**src/rtl/uart_pkg.sv**
```systemverilog
// rtl/uart_pkg.sv - shared types and constants for the uart_tx scheduler
package uart_pkg;

  localparam int UART_DATA_W = 8;

  typedef enum logic [2:0] {
    IDLE,
    START,
    WAIT_DONE,
    GAP,
    FAULT
  } sched_state_t;

  // Width of a counter that must hold 0..n, never narrower than one bit.
  function automatic int cnt_width(input int n);
    return ($clog2(n + 1) < 1) ? 1 : $clog2(n + 1);
  endfunction

endpackage

```
**src/rtl/uart_tx_sched_if.sv**
```systemverilog
// rtl/uart_tx_sched_if.sv - requester and uart_tx side signals of the scheduler
interface uart_tx_sched_if #(
  parameter int NUM_REQ = 4
);
  import uart_pkg::*;

  logic [NUM_REQ-1:0]             req_valid;
  logic [NUM_REQ*UART_DATA_W-1:0] req_data;
  logic [NUM_REQ-1:0]             req_ready;
  logic [NUM_REQ-1:0]             req_done;
  logic                           tx_start;
  logic [UART_DATA_W-1:0]         tx_data;
  logic                           tx_active;
  logic                           tx_done;

  modport master (
    input  req_valid, req_data, tx_active, tx_done,
    output req_ready, req_done, tx_start, tx_data
  );

  modport slave (
    output req_valid, req_data, tx_active, tx_done,
    input  req_ready, req_done, tx_start, tx_data
  );

endinterface

```
**src/rtl/uart_rr_arb.sv**
```systemverilog
// rtl/uart_rr_arb.sv - combinational rotate-priority encoder
// Searches ptr+1, ptr+2, ... modulo N and grants the first asserted request.
module uart_rr_arb #(
  parameter int N = 4
) (
  input  logic [N-1:0]         req,
  input  logic [$clog2(N)-1:0] ptr,
  output logic [N-1:0]         gnt_onehot,
  output logic [$clog2(N)-1:0] gnt_idx,
  output logic                 any
);
  localparam int IW = $clog2(N);

  always_comb begin
    logic [IW-1:0] idx;
    idx        = '0;
    gnt_onehot = '0;
    gnt_idx    = '0;
    any        = 1'b0;
    for (int k = 1; k <= N; k++) begin
      idx = IW'((int'(ptr) + k) % N);
      if (!any && req[idx]) begin
        any             = 1'b1;
        gnt_idx         = idx;
        gnt_onehot[idx] = 1'b1;
      end
    end
  end

endmodule

```
**src/rtl/uart_tx_sched.sv**
```systemverilog
// rtl/uart_tx_sched.sv - round-robin sharing of one uart_tx among NUM_REQ producers
// Grants a byte, pulses tx_start, waits for tx_done with a watchdog, then idles GAP_CYCLES.
module uart_tx_sched
  import uart_pkg::*;
#(
  parameter int NUM_REQ        = 4,
  parameter int GAP_CYCLES     = 0,
  parameter int TIMEOUT_CYCLES = 12000
) (
  input  logic                       clk,
  input  logic                       rst,
  uart_tx_sched_if.master            bus,
  output logic [$clog2(NUM_REQ)-1:0] grant_id,
  output logic                       busy,
  output logic                       timeout_err
);
  localparam int IW = $clog2(NUM_REQ);
  localparam int TW = cnt_width(TIMEOUT_CYCLES);
  localparam int GW = cnt_width(GAP_CYCLES);

  sched_state_t           state_q, state_d;
  logic [IW-1:0]          ptr_q, ptr_d;
  logic [IW-1:0]          gid_q, gid_d;
  logic [UART_DATA_W-1:0] data_q, data_d;
  logic [TW-1:0]          wd_q, wd_d;
  logic [GW-1:0]          gap_q, gap_d;
  logic [NUM_REQ-1:0]     gnt_onehot;
  logic [IW-1:0]          gnt_idx;
  logic                   gnt_any;

  uart_rr_arb #(.N(NUM_REQ)) u_arb (
    .req       (bus.req_valid),
    .ptr       (ptr_q),
    .gnt_onehot(gnt_onehot),
    .gnt_idx   (gnt_idx),
    .any       (gnt_any)
  );

  always_ff @(posedge clk or posedge rst) begin
    if (rst) begin
      state_q <= IDLE;
      ptr_q   <= IW'(NUM_REQ - 1);
      gid_q   <= '0;
      data_q  <= '0;
      wd_q    <= '0;
      gap_q   <= '0;
    end else begin
      state_q <= state_d;
      ptr_q   <= ptr_d;
      gid_q   <= gid_d;
      data_q  <= data_d;
      wd_q    <= wd_d;
      gap_q   <= gap_d;
    end
  end

  always_comb begin
    state_d       = state_q;
    ptr_d         = ptr_q;
    gid_d         = gid_q;
    data_d        = data_q;
    wd_d          = wd_q;
    gap_d         = gap_q;
    bus.req_ready = '0;
    bus.req_done  = '0;
    bus.tx_start  = 1'b0;
    timeout_err   = 1'b0;
    unique case (state_q)
      IDLE: begin
        // rst gating keeps req_ready quiet while reset is held.
        if (!rst && gnt_any && !bus.tx_active) begin
          bus.req_ready = gnt_onehot;
          data_d        = bus.req_data[int'(gnt_idx)*UART_DATA_W +: UART_DATA_W];
          gid_d         = gnt_idx;
          ptr_d         = gnt_idx;
          state_d       = START;
        end
      end
      START: begin
        bus.tx_start = 1'b1;
        wd_d         = '0;
        state_d      = WAIT_DONE;
      end
      WAIT_DONE: begin
        if (bus.tx_done) begin
          bus.req_done[gid_q] = 1'b1;
          gap_d               = '0;
          state_d             = GAP;
        end else if (TIMEOUT_CYCLES != 0 && wd_q == TW'(TIMEOUT_CYCLES - 1)) begin
          timeout_err = 1'b1;
          state_d     = FAULT;
        end else if (wd_q != {TW{1'b1}}) begin
          wd_d = wd_q + 1'b1;
        end
      end
      GAP: begin
        if (gap_q != GW'(GAP_CYCLES)) begin
          gap_d = gap_q + 1'b1;
        end else if (!bus.tx_active) begin
          state_d = IDLE;
        end
      end
      FAULT: begin
        if (!bus.tx_active) state_d = IDLE;
      end
      default: state_d = IDLE;
    endcase
  end

  assign bus.tx_data = data_q;
  assign grant_id    = gid_q;
  assign busy        = (state_q != IDLE);

endmodule

```
**src/flat_wrapper.sv**
```systemverilog
// flat-port wrapper written by rule: the top's interface ports become plain ports
module uart_tx_sched_flat import uart_pkg::*;
#(
  parameter int NUM_REQ        = 4,
  parameter int GAP_CYCLES     = 0,
  parameter int TIMEOUT_CYCLES = 12000
)
  (clk, rst, grant_id, busy, timeout_err, bus_req_valid, bus_req_data, bus_tx_active, bus_tx_done, bus_req_ready, bus_req_done, bus_tx_start, bus_tx_data);
  uart_tx_sched_if #(.NUM_REQ(NUM_REQ)) bus_i ();
  input  logic clk;
  input  logic rst;
  output logic [$clog2(NUM_REQ)-1:0] grant_id;
  output logic busy;
  output logic timeout_err;
  input wire logic [$bits(bus_i.req_valid)-1:0] bus_req_valid;
  input wire logic [$bits(bus_i.req_data)-1:0] bus_req_data;
  input wire logic [$bits(bus_i.tx_active)-1:0] bus_tx_active;
  input wire logic [$bits(bus_i.tx_done)-1:0] bus_tx_done;
  output wire logic [$bits(bus_i.req_ready)-1:0] bus_req_ready;
  output wire logic [$bits(bus_i.req_done)-1:0] bus_req_done;
  output wire logic [$bits(bus_i.tx_start)-1:0] bus_tx_start;
  output wire logic [$bits(bus_i.tx_data)-1:0] bus_tx_data;
  assign bus_i.req_valid = bus_req_valid;
  assign bus_i.req_data = bus_req_data;
  assign bus_i.tx_active = bus_tx_active;
  assign bus_i.tx_done = bus_tx_done;
  assign bus_req_ready = bus_i.req_ready;
  assign bus_req_done = bus_i.req_done;
  assign bus_tx_start = bus_i.tx_start;
  assign bus_tx_data = bus_i.tx_data;
  uart_tx_sched #(.NUM_REQ(NUM_REQ), .GAP_CYCLES(GAP_CYCLES), .TIMEOUT_CYCLES(TIMEOUT_CYCLES)) u_core (.clk(clk), .rst(rst), .bus(bus_i), .grant_id(grant_id), .busy(busy), .timeout_err(timeout_err));
endmodule
```
**config.mk**
```make
export PLATFORM = sky130hd
export DESIGN_NAME = uart_tx_sched_flat
export DESIGN_NICKNAME = d
export VERILOG_FILES = /design/src/rtl/uart_pkg.sv /design/src/rtl/uart_tx_sched_if.sv /design/src/rtl/uart_rr_arb.sv /design/src/rtl/uart_tx_sched.sv /design/src/flat_wrapper.sv
export SDC_FILE = /design/constraint.sdc
export NUM_CORES = 1
export LEC_CHECK = 0
export ABC_AREA = 1
export CORE_ASPECT_RATIO = 1.2
export CORE_MARGIN = 1.5
export CORE_UTILIZATION = 54
export DETAILED_ROUTE_END_ITERATION = 10
export PLACE_DENSITY = 0.83
export RECOVER_POWER = 50
export SLEW_MARGIN = 30
export SYNTH_ARGS = -nofsm -noshare
export SYNTH_HDL_FRONTEND = slang
export SYNTH_SLANG_ARGS = --single-unit
export TNS_END_PERCENT = 100
```
**constraint.sdc**
```tcl
create_clock -name clk -period 4.75 [get_ports clk]
set_input_delay 1.1875 -clock clk [delete_from_list [all_inputs] [get_ports clk]]
set_output_delay 1.1875 -clock clk [all_outputs]
set_load 0.02 [all_outputs]
```
* After elaboration in Yosys (flattened, before gate mapping) *
Index checks and enable logic that the tools add are counted.

cells by class
  add/subtract/negate cells = 6
  magnitude comparators = 10
  equality and inequality tests = 13
  shift operators = 1
  muxes and demuxes = 51
  bitwise operators = 3
  reductions and logical operators = 23

operators with widths
  kind                   count
  $mux 14                3
  $mux 4                 8
  $shiftx 32x6->8        1
  $pmux 14 s2            1
  $mux 1                 19
  $lt 2x3->1 const B     5
  $mux 3                 5
  $pmux 3 s5             1
  $add 14x1->14 const B  1
  $eq 14x14->1 const B   1
  $ne 14x14->1 const B   1
  $or 4x4->4             3
  $demux 1 s2            5
  $ge 2x1->1 const B     5
  $logic_and 1x1->1      10
  $bmux 1 s2             4
  $mux 2                 4
  $ne 2x2->1 const B     4
  $eq 3x2->1 const B     2
  $logic_not 1->1        5
  $add 2x1->2 const B    2
  $add 2x2->2 const B    2
  $ne 2x1->1 const B     2
  $reduce_and 2->1       2
  other kinds (10)       11

word-level totals
  register bits = 30
  logic and storage cells = 113

* Depth between registers and ports, before layout *
Gate-level depths: netlist (run 1).

  depth in word-level cells = 17
  gate-level depth with buffers = 15
  gate-level depth less buffers = 14

* Modules after synthesis *
Synthesis (run 1) repeated with hierarchy kept, for this count alone.

second synthesis, totals
  cells, all modules = 368
  area total of the unflattened synthesis = 2,387.3 um2

modules (own cells, without submodules)
  module         times used  cells each  area each (um2)  seq. area each (um2)
  uart_tx_sched  1           294         1,929.4          728.2
  uart_rr_arb    1           74          457.9            0.0

* Least setup slack after synthesis (run 1) *
No wires, ideal clock.

  kind = input port to output port
  start point = in rst
  end point = out bus_req_ready[0]
  arrival = 2.566 ns
  data required time = 3.563 ns
  path slack = 0.996 ns
  stages on the path = 6
  buffers on the path = 1
  cells stage by stage = inv_1 nand4_2 inv_1 buf_2 nand2_1 inv_1

on the way
  cells in the longest elaborated chain, start to end = 5

ends and longest elaborated chain
  element                         line                 source
  start, declared                 flat_wrapper.sv:11   input logic rst;
  $logic_not 1->1 (no line)       n/a
  $logic_and 1x1->1 (2 in a row)  uart_tx_sched.sv:71  if (!rst && gnt_any && !bus.tx_active) begin
  $mux 4                          uart_tx_sched.sv:71
  $mux 4                          uart_tx_sched.sv:68  unique case (state_q)
  end, declared                   flat_wrapper.sv:19   output wire logic [$bits(bus_i.req_ready)-1:0] bus_req_ready;

Every way passes these cells.

* Worst setup path after layout (run 1) *
  start point = in bus_req_valid[1]
  end point = out bus_req_ready[1]

on the way
  cells in the longest elaborated chain, start to end = 16

ends and longest elaborated chain
  element                         line                 source
  start, declared                 flat_wrapper.sv:15   input wire logic [$bits(bus_i.req_valid)-1:0] bus_req_valid;
  $bmux 1 s2                      uart_rr_arb.sv:22    if (!any && req[idx]) begin
  $mux 1 (not written as such)    uart_rr_arb.sv:22
  $mux 1                          uart_rr_arb.sv:22
  $logic_not 1->1                 uart_rr_arb.sv:22
  $logic_and 1x1->1               uart_rr_arb.sv:22
  $mux 1                          uart_rr_arb.sv:22
  $logic_not 1->1                 uart_rr_arb.sv:22
  $logic_and 1x1->1               uart_rr_arb.sv:22
  $mux 1                          uart_rr_arb.sv:22
  $logic_not 1->1                 uart_rr_arb.sv:22
  $logic_and 1x1->1               uart_rr_arb.sv:22
  $mux 1                          uart_rr_arb.sv:22
  $logic_and 1x1->1 (2 in a row)  uart_tx_sched.sv:71
  $mux 4 (*)                      uart_tx_sched.sv:71
  $mux 4 (*)                      uart_tx_sched.sv:68

Every way passes the cells marked *; elsewhere a longest branch is shown, timed or not. The select of a mux whose other input is x is not followed.

==> results of run 1 <==
[state kept, by name, indices dropped and copies added (netlist names)]
register and cells:
u_core.ptr_q 2, u_core.wd_q 14, u_core.bus.tx_data 8, u_core.state_q 3, u_core.grant_id 2
[power breakdown]
group / switching (mW) / internal, mW / total (mW)
logic: 0.871 / 0.478 / 1.35
clock network: 0.0975 / 0.101 / 0.198
registers: 0.0682 / 0.325 / 0.393
[kinds of logic after synthesis]
group                      Yosys count
and+or+nand+nor                    206
AOI/OAI and AO/OA                   40
DFF                                 29
adders and majority gates            9
buffers and inverters               74
xor gates and xnor gates             7
[critical path, delay by kind of cell]
family | cells | cell delay (ns)
buffers and inverters | 3 | 1.11
and+or+nand+nor | 7 | 0.78
AOI/OAI and AO/OA | 1 | 0.25
[through the flow]
step | instances | util
final | 486 | 0.739
after CTS | 486 | 0.740
after global placement | 478 | 0.720
after floorplan | 365 | -
after global routing | 486 | 0.739
after detailed placement | 478 | 0.720
[area by class of cell]
class / instances / area [sq um]
sequential: 29 / 728
clock buffer: 5 / 68.8
timing repair buffer: 63 / 619
multi-input combinational: 262 / 1430
clock inverter: 3 / 17.5
fill: 353 / 1130
inverter: 68 / 259
tap: 56 / 70.1
[metal layers]
metal / vias to the layer above / GRT usage
met5: - / 0
met4: 0 / 0.0979
met3: 9 / 0.0513
met2: 51 / 0.425
met1: 1109 / 0.313
li1: 1318 / -
[Yosys cell counts (2+ instances only)]
| cell type | n |
|---|---|
| or2_2 | 7 |
| o21ai_0 | 12 |
| inv_1 | 66 |
| nand4_1 | 11 |
| or2_1 | 4 |
| nor4_1 | 3 |
| dfrtp_1 | 27 |
| buf_2 | 3 |
| nor3b_1 | 2 |
| o21ai_1 | 6 |
| o31ai_1 | 7 |
| nand3_1 | 43 |
| o22ai_1 | 4 |
| xor2_1 | 7 |
| nor3_1 | 14 |
| a31oi_1 | 4 |
| buf_4 | 2 |
| nor2_1 | 15 |
| nand2_2 | 9 |
| nor2_2 | 2 |
| nand2_1 | 88 |
| a21oi_1 | 4 |
| dfstp_2 | 2 |
| nand3_4 | 2 |
| ha_1 | 9 |
[how the worst min path moves through the flow]
stage / from / end / depth (start not counted)
floorplan: u_core.state_q[1]$_DFFE_PP0P_ / u_core.state_q[1]$_DFFE_PP0P_ / 2
global placement: u_core.bus.tx_data[2]$_DFFE_PP0P_ / u_core.bus.tx_data[2]$_DFFE_PP0P_ / 2
detailed placement: u_core.bus.tx_data[4]$_DFFE_PP0P_ / u_core.bus.tx_data[4]$_DFFE_PP0P_ / 2
CTS: u_core.bus.tx_data[4]$_DFFE_PP0P_ / u_core.bus.tx_data[4]$_DFFE_PP0P_ / 2
global route: u_core.bus.tx_data[7]$_DFFE_PP0P_ / u_core.bus.tx_data[7]$_DFFE_PP0P_ / 2
finish: u_core.bus.tx_data[4]$_DFFE_PP0P_ / u_core.bus.tx_data[4]$_DFFE_PP0P_ / 2
==> out/results.tsv, run 1 <==
stage	metric	value	unit
clock_tree	H-tree levels	2	
pwr	Pwr Density	607	nW/um^2
clock_tree	CTS Hold Bufs	0	
logic_synthesis	register area share after synthesis	0.296	
global_routing	vias in the first global route	2265	
finish	commonest non-fill, non-tap cell in the layout	nand2_1	
setup_path	CP arrival	3.33	ns
placement	final HPWL from detailed placement	4730	microns
pwr	Power Total	1.94	mW
drt	TritonRoute pass-1 iters	4	
timing	final setup TNS	0	ns
clock_tree	Clock Tree Buf Depth	2	
placement	placer's final routability congestion estimate	0.926	
logic_synthesis	Yosys reg bits	29	
logic_synthesis	Synth area leader	dfrtp_1	
placement	I/O Buffers	60	
setup_path	CP endpoint	bus_req_ready[1]	
setup_path	CP max stage cell	clkdlybuf4s50_1	
timing	final worst slack	0.233	ns
hold_path	Tightest Hold Check Type	flip-flop to flip-flop	
finish	fin area	3200	sq um
logic_synthesis	post-synthesis adder-cell area fraction	0.0457	
logic_synthesis	asr flop ratio synth	1.00	
floorplanning	Die Y	77.0	microns
setup_path	R2R Path Start	u_core.ptr_q[0]$_DFFE_PP1P_	
drt	WL/cell	12.4	microns
logic_synthesis	Post-Synth XOR/XNOR Area	0.0249	
timing	Pins Over Slew Limit	31	
clock_tree	post-cts resize count	0	
logic_synthesis	Post-Syn Area per Cell	6.75	sq um
drt	WL met2	2850	microns
drt	Post-DRT Antenna Nets	0	
logic_synthesis	Ys Warns	0	
setup_path	worst r2r path cells	11	
timing	RSZ-0062 raised after global routing	false	
drt	routed wire length	6000	microns
finish	ANT cells	0	
clock_tree	cts bufs inserted	5	
finish	Layout area overhead	29.8	%
setup_path	Max FO, Critical Path	9	
setup_path	Worst Setup End Kind	output port	
flow_run	Max-Cap Viols	1	
timing	Worst slew margin	-0.0162	
pwr	maximum vdd drop	0.000445	V
setup_path	critical path type	input pin to output port	
logic_synthesis	compound-gate portion of the synthesized area	0.0965	
logic_synthesis	Mapped Nets	414	
timing	Worst Max-Slew Pin Slew	1.52	ns
global_routing	first-pass GRT wire length	9960	microns
logic_synthesis	Mapped Area	2460	sq um
setup_path	Crit path largest cell delay	0.59	ns
setup_path	WP data required	3.56	ns
logic_synthesis	Yosys cell types	37	
timing	maximum operating frequency	221	MHz
setup_path	reg-to-reg slack, setup	2.00	ns
outcome	failing checks	max-capacitance violations, max-slew violations	
clock_tree	CTS tree	yes	
global_routing	largest net degree at the start of global routing	31	
global_routing	gr usage total	0.252	
floorplanning	Die Width	64.6	microns
clock_tree	clock sinks	29	
timing	Final min period	4.52	ns
logic_synthesis	number of synthesized flops with an enable pin	0	
logic_synthesis	largest family of logic cells by synthesized area	simple AND/OR/NAND/NOR gates	
drt	via count	2487	
global_routing	total grt overflow	0	
floorplanning	row count	26	
timing	Final Cycle Share	0.951	
floorplanning	die footprint	4980	sq um
logic_synthesis	cell count after synthesis	365	
logic_synthesis	Synth Flop Type	dfrtp_1	
setup_path	Crit path top cell by count	nand2_1	
logic_synthesis	top post-synthesis cells by area	dfrtp_1 (27%), nand2_1 (13%), inv_1 (10%)	
finish	Final nets	478	
drt	Iter 0 DRT Violations	121	
timing	final hold violation count	0	
drt	Routed met1 length	2770	microns
drt	vias per cell	5.12	
drt	Top Metal Used	met4	
clock_tree	postcts setup bufs	0	
global_routing	initial antenna violation count	0	
timing	Worst Hold Slack	0.473	ns
clock_tree	Reg clk slew, reported paths	0.06	ns
outcome	status	finished, violations left	
setup_path	CP startpoint	bus_req_valid[1]	
finish	layout cell share with drive strength beyond 1	0.0953	
setup_path	Reg-to-Reg End	u_core.bus.tx_data[5]$_DFFE_PP0P_	
floorplanning	Initial Util	0.569	
floorplanning	I/O Pins	61	
floorplanning	area of the core	4330	sq um
drt	wire length on met3	273	microns
logic_synthesis	share of the synthesized area in the top cell type	0.274	
setup_path	Startpoint Class	input pin	
pwr	Pleak	1.55	nW
placement	placed inst area	3110	sq um
clock_tree	Clk Latency, worst-skew pair	0.29	ns
placement	Post-Place Setup Slack	0.271	ns
finish	most frequent cells in the layout	nand2_1 (88), inv_1 (66), clkdlybuf4s50_1 (49)	
logic_synthesis	mux cell area share after synthesis	0	
setup_path	Critical Path, Cell by Cell	clkdlybuf4s50_1 -> nand2_1 -> nand2_1 -> nand2_1 -> nand2_2 -> nor2_8 -> nand4_1 -> o21ai_0 -> nand2_1 -> inv_1 -> clkdlybuf4s50_1	
logic_synthesis	simple-gate share of the synthesized area	0.415	
timing	Worst Skew	0.00457	ns
clock_tree	CTS root buf	clkbuf_8	
timing	# setup viols final	0	
drt	drc violations	0	
(Power assumes the default switching activity.)
==> run 2: changes to the inputs <==
CORE_UTILIZATION = 50   (was 54)
PLACE_DENSITY = 0.78   (was 0.83)
clock period = 4.8 ns   (was 4.75 ns; I/O delays follow)
==> run 2 against run 1 <==
The run still ends with max-capacitance violations, max-slew violations left. Total power up 1.2%. Sequential power barely moved. Register-to-register slack better by 0.07 ns. Largest cell class unchanged.
==> out/results.tsv, run 2 (synthesis gave the netlist of run 1 again) <==
stage	metric	value	unit	change
outcome	status	finished, violations left		unchanged
outcome	failing checks	max-capacitance violations, max-slew violations		unchanged
clock_tree	clock sinks	29		unchanged
finish	area of the multi-input gates	1430	sq um	about the same
finish	fin area	3220	sq um	was 3200 sq um
clock_tree	post-cts resize count	0		unchanged
placement	placed inst area	3120	sq um	was 3110 sq um
timing	RSZ-0062 raised after global routing	false		unchanged
global_routing	vias in the first global route	2309		was 2,265
pwr	Pleak	1.56	nW	was 1.55 nW
finish	Filler cells	403		was 353
setup_path	CP max stage cell	clkdlybuf4s50_1		unchanged
drt	Iter 0 DRT Violations	262		was 121
clock_tree	postcts setup bufs	0		unchanged
clock_tree	Clock Tree Buf Depth	2		unchanged
clock_tree	cts bufs inserted	5		unchanged
placement	placer's final routability congestion estimate	0.950		was 0.926
drt	Post-DRT Antenna Nets	0		unchanged
flow_run	Max-Cap Viols	1		unchanged
timing	final hold violation count	0		unchanged
finish	Final nets	479		was 478
setup_path	Startpoint Class	input pin		unchanged
setup_path	critical path type	input pin to output port		unchanged
finish	commonest non-fill, non-tap cell in the layout	nand2_1		unchanged
timing	final setup TNS	0	ns	unchanged
floorplanning	Initial Util	0.528		was 0.569
finish	register area	728	sq um	unchanged
drt	via count	2547		was 2,487
setup_path	Crit path largest cell delay	0.52	ns	was 0.59 ns
hold_path	Tightest Hold Check Type	flip-flop to flip-flop		unchanged
floorplanning	area of the core	4660	sq um	was 4330 sq um
placement	I/O Buffers	60		unchanged
timing	maximum operating frequency	221	MHz	
clock_tree	Reg clk slew, reported paths	0.06	ns	about the same
timing	Worst slew margin	-0.00312		was -0.0162
floorplanning	die footprint	5360	sq um	was 4980 sq um
timing	Final min period	4.53	ns	
timing	# setup viols final	0		unchanged
setup_path	Critical Path, Cell by Cell	clkdlybuf4s50_1 -> inv_1 -> nand2_1 -> nand3_2 -> nand2_4 -> clkinv_2 -> nand2_1 -> o22ai_1 -> a31oi_1 -> o21ai_0 -> nand2_1 -> inv_1 -> clkdlybuf4s50_1		was clkdlybuf4s50_1 -> nand2_1 -> nand2_1 -> nand2_1 -> nand2_2 -> nor2_8 -> nand4_1 -> o21ai_0 -> nand2_1 -> inv_1 -> clkdlybuf4s50_1
pwr	maximum vdd drop	0.000387	V	was 0.000445 V
drt	vias per cell	5.21		was 5.12
timing	Worst Hold Slack	0.475	ns	was 0.473 ns
timing	Worst Skew	0.00621	ns	was 0.00457 ns
setup_path	CP arrival	3.33	ns	about the same
timing	Worst Max-Slew Pin Slew	1.50	ns	was 1.52 ns
drt	TritonRoute pass-1 iters	4		unchanged
placement	final HPWL from detailed placement	4890	microns	was 4730 microns
drt	WL/cell	12.9	microns	was 12.4 microns
timing	final worst slack	0.270	ns	was 0.233 ns
finish	Largest Register	u_core.wd_q		unchanged
finish	ANT cells	0		unchanged
global_routing	initial antenna violation count	0		unchanged
setup_path	Max FO, Critical Path	6		was 9
clock_tree	CTS tree	yes		unchanged
finish	most frequent cells in the layout	nand2_1 (88), inv_1 (66), clkdlybuf4s50_1 (50)		was nand2_1 (88), inv_1 (66), clkdlybuf4s50_1 (49)
finish	layout cell share with drive strength beyond 1	0.0951		was 0.0953
global_routing	gr usage total	0.240		was 0.252
setup_path	delay-heaviest family, CP	buffers and inverters		unchanged
global_routing	total grt overflow	0		unchanged
setup_path	Worst Setup End Kind	output port		unchanged
floorplanning	Die Y	79.9	microns	was 77.0 microns
placement	Post-Place Setup Slack	0.303	ns	was 0.271 ns
clock_tree	Clk Latency, worst-skew pair	0.28	ns	was 0.29 ns
clock_tree	CTS Hold Bufs	0		unchanged
floorplanning	Die Width	67.1	microns	was 64.6 microns
pwr	Pwr Density	611	nW/um^2	was 607 nW/um^2
finish	max reg flops	14		unchanged
finish	Layout area overhead	30.7	%	was 29.8%
setup_path	Buf+Inv Stages, Crit Path	5		was 3
global_routing	largest net degree at the start of global routing	31		unchanged
timing	Final Cycle Share	0.944		
setup_path	WP data required	3.60	ns	was 3.56 ns
clock_tree	H-tree levels	2		unchanged
finish	post-layout util	0.690		was 0.739
floorplanning	row count	27		was 26
setup_path	Crit path top cell by count	nand2_1		unchanged
timing	Pins Over Slew Limit	30		was 31
floorplanning	I/O Pins	61		unchanged
drt	drc violations	0		unchanged
clock_tree	CTS root buf	clkbuf_8		unchanged
global_routing	first-pass GRT wire length	9980	microns	was 9960 microns
drt	routed wire length	6300	microns	was 6000 microns
## run 2: changes by cell type in the layout (fill, tap and decap cells not counted), sizes merged
cell / change
dlygate4sd3: -1
clkinv: -1
clkdlybuf4s50: +1
clkbuf: +2
clkinvlp: -1
buf: +1
## run 2: through the flow
| stage | power [mW] | cells |
|---|---|---|
| 5_1_grt | 2.14 | 489 |
| 3_3_place_gp | 1.74 | 481 |
| 2_1_floorplan | 1.43 | 365 |
| 6_report | 1.96 | 489 |
| 3_5_place_dp | 1.76 | 481 |
| 4_1_cts | 1.98 | 489 |
## run 2: worst reg2reg max path, cell delays in order (launching register included)
cell and delay, ns:
dfstp_2 0.60, inv_1 0.19, ha_1 0.40, inv_1 0.13
nand3_1 0.08, nand2_1 0.18, a21oi_1 0.13, nand2_2 0.16
nand3_4 0.24, or2_2 0.35, nand3_1 0.08, nand3_1 0.07
## run 2: layout make-up
type | instances | area share
clock buffer | 7 | 0.0299
sequential | 29 | 0.226
inverter | 68 | 0.0805
timing repair buffer | 64 | 0.195
tap | 58 | 0.0226
clock inverter | 1 | 0.00156
multi-input combinational | 262 | 0.444
## run 2: worst paths after layout
path | from | to | slack (ns) | depth (start not counted)
min reg2reg | u_core.bus.tx_data[7]$_DFFE_PP0P_ | u_core.bus.tx_data[7]$_DFFE_PP0P_ | 0.47 | 2
max reg2reg | u_core.ptr_q[1]$_DFFE_PP1P_ | u_core.bus.tx_data[6]$_DFFE_PP0P_ | 2.07 | 11
max | bus_req_valid[2] | bus_req_ready[1] | 0.27 | 13
min | u_core.bus.tx_data[7]$_DFFE_PP0P_ | u_core.bus.tx_data[7]$_DFFE_PP0P_ | 0.47 | 2
min in group asynchronous | rst | u_core.bus.tx_data[3]$_DFFE_PP0P_ | 1.95 | 3
max in group asynchronous | rst | u_core.wd_q[6]$_DFFE_PP0P_ | 1.97 | 3
## run 2: power by group
part           internal (mW)  switching (mW)
Combinational          0.477           0.876
Clock                  0.129          0.0916
Sequential             0.322          0.0682
Total                  0.929            1.04
## run 2: routing by layer
layer  vias up  global-route usage  part of all wire
met4         0              0.0898             0.019
met3        13              0.0423             0.058
met5         -                   0                 0
met2        71               0.408              0.49
li1       1318                   -                 -
met1      1145               0.298              0.44
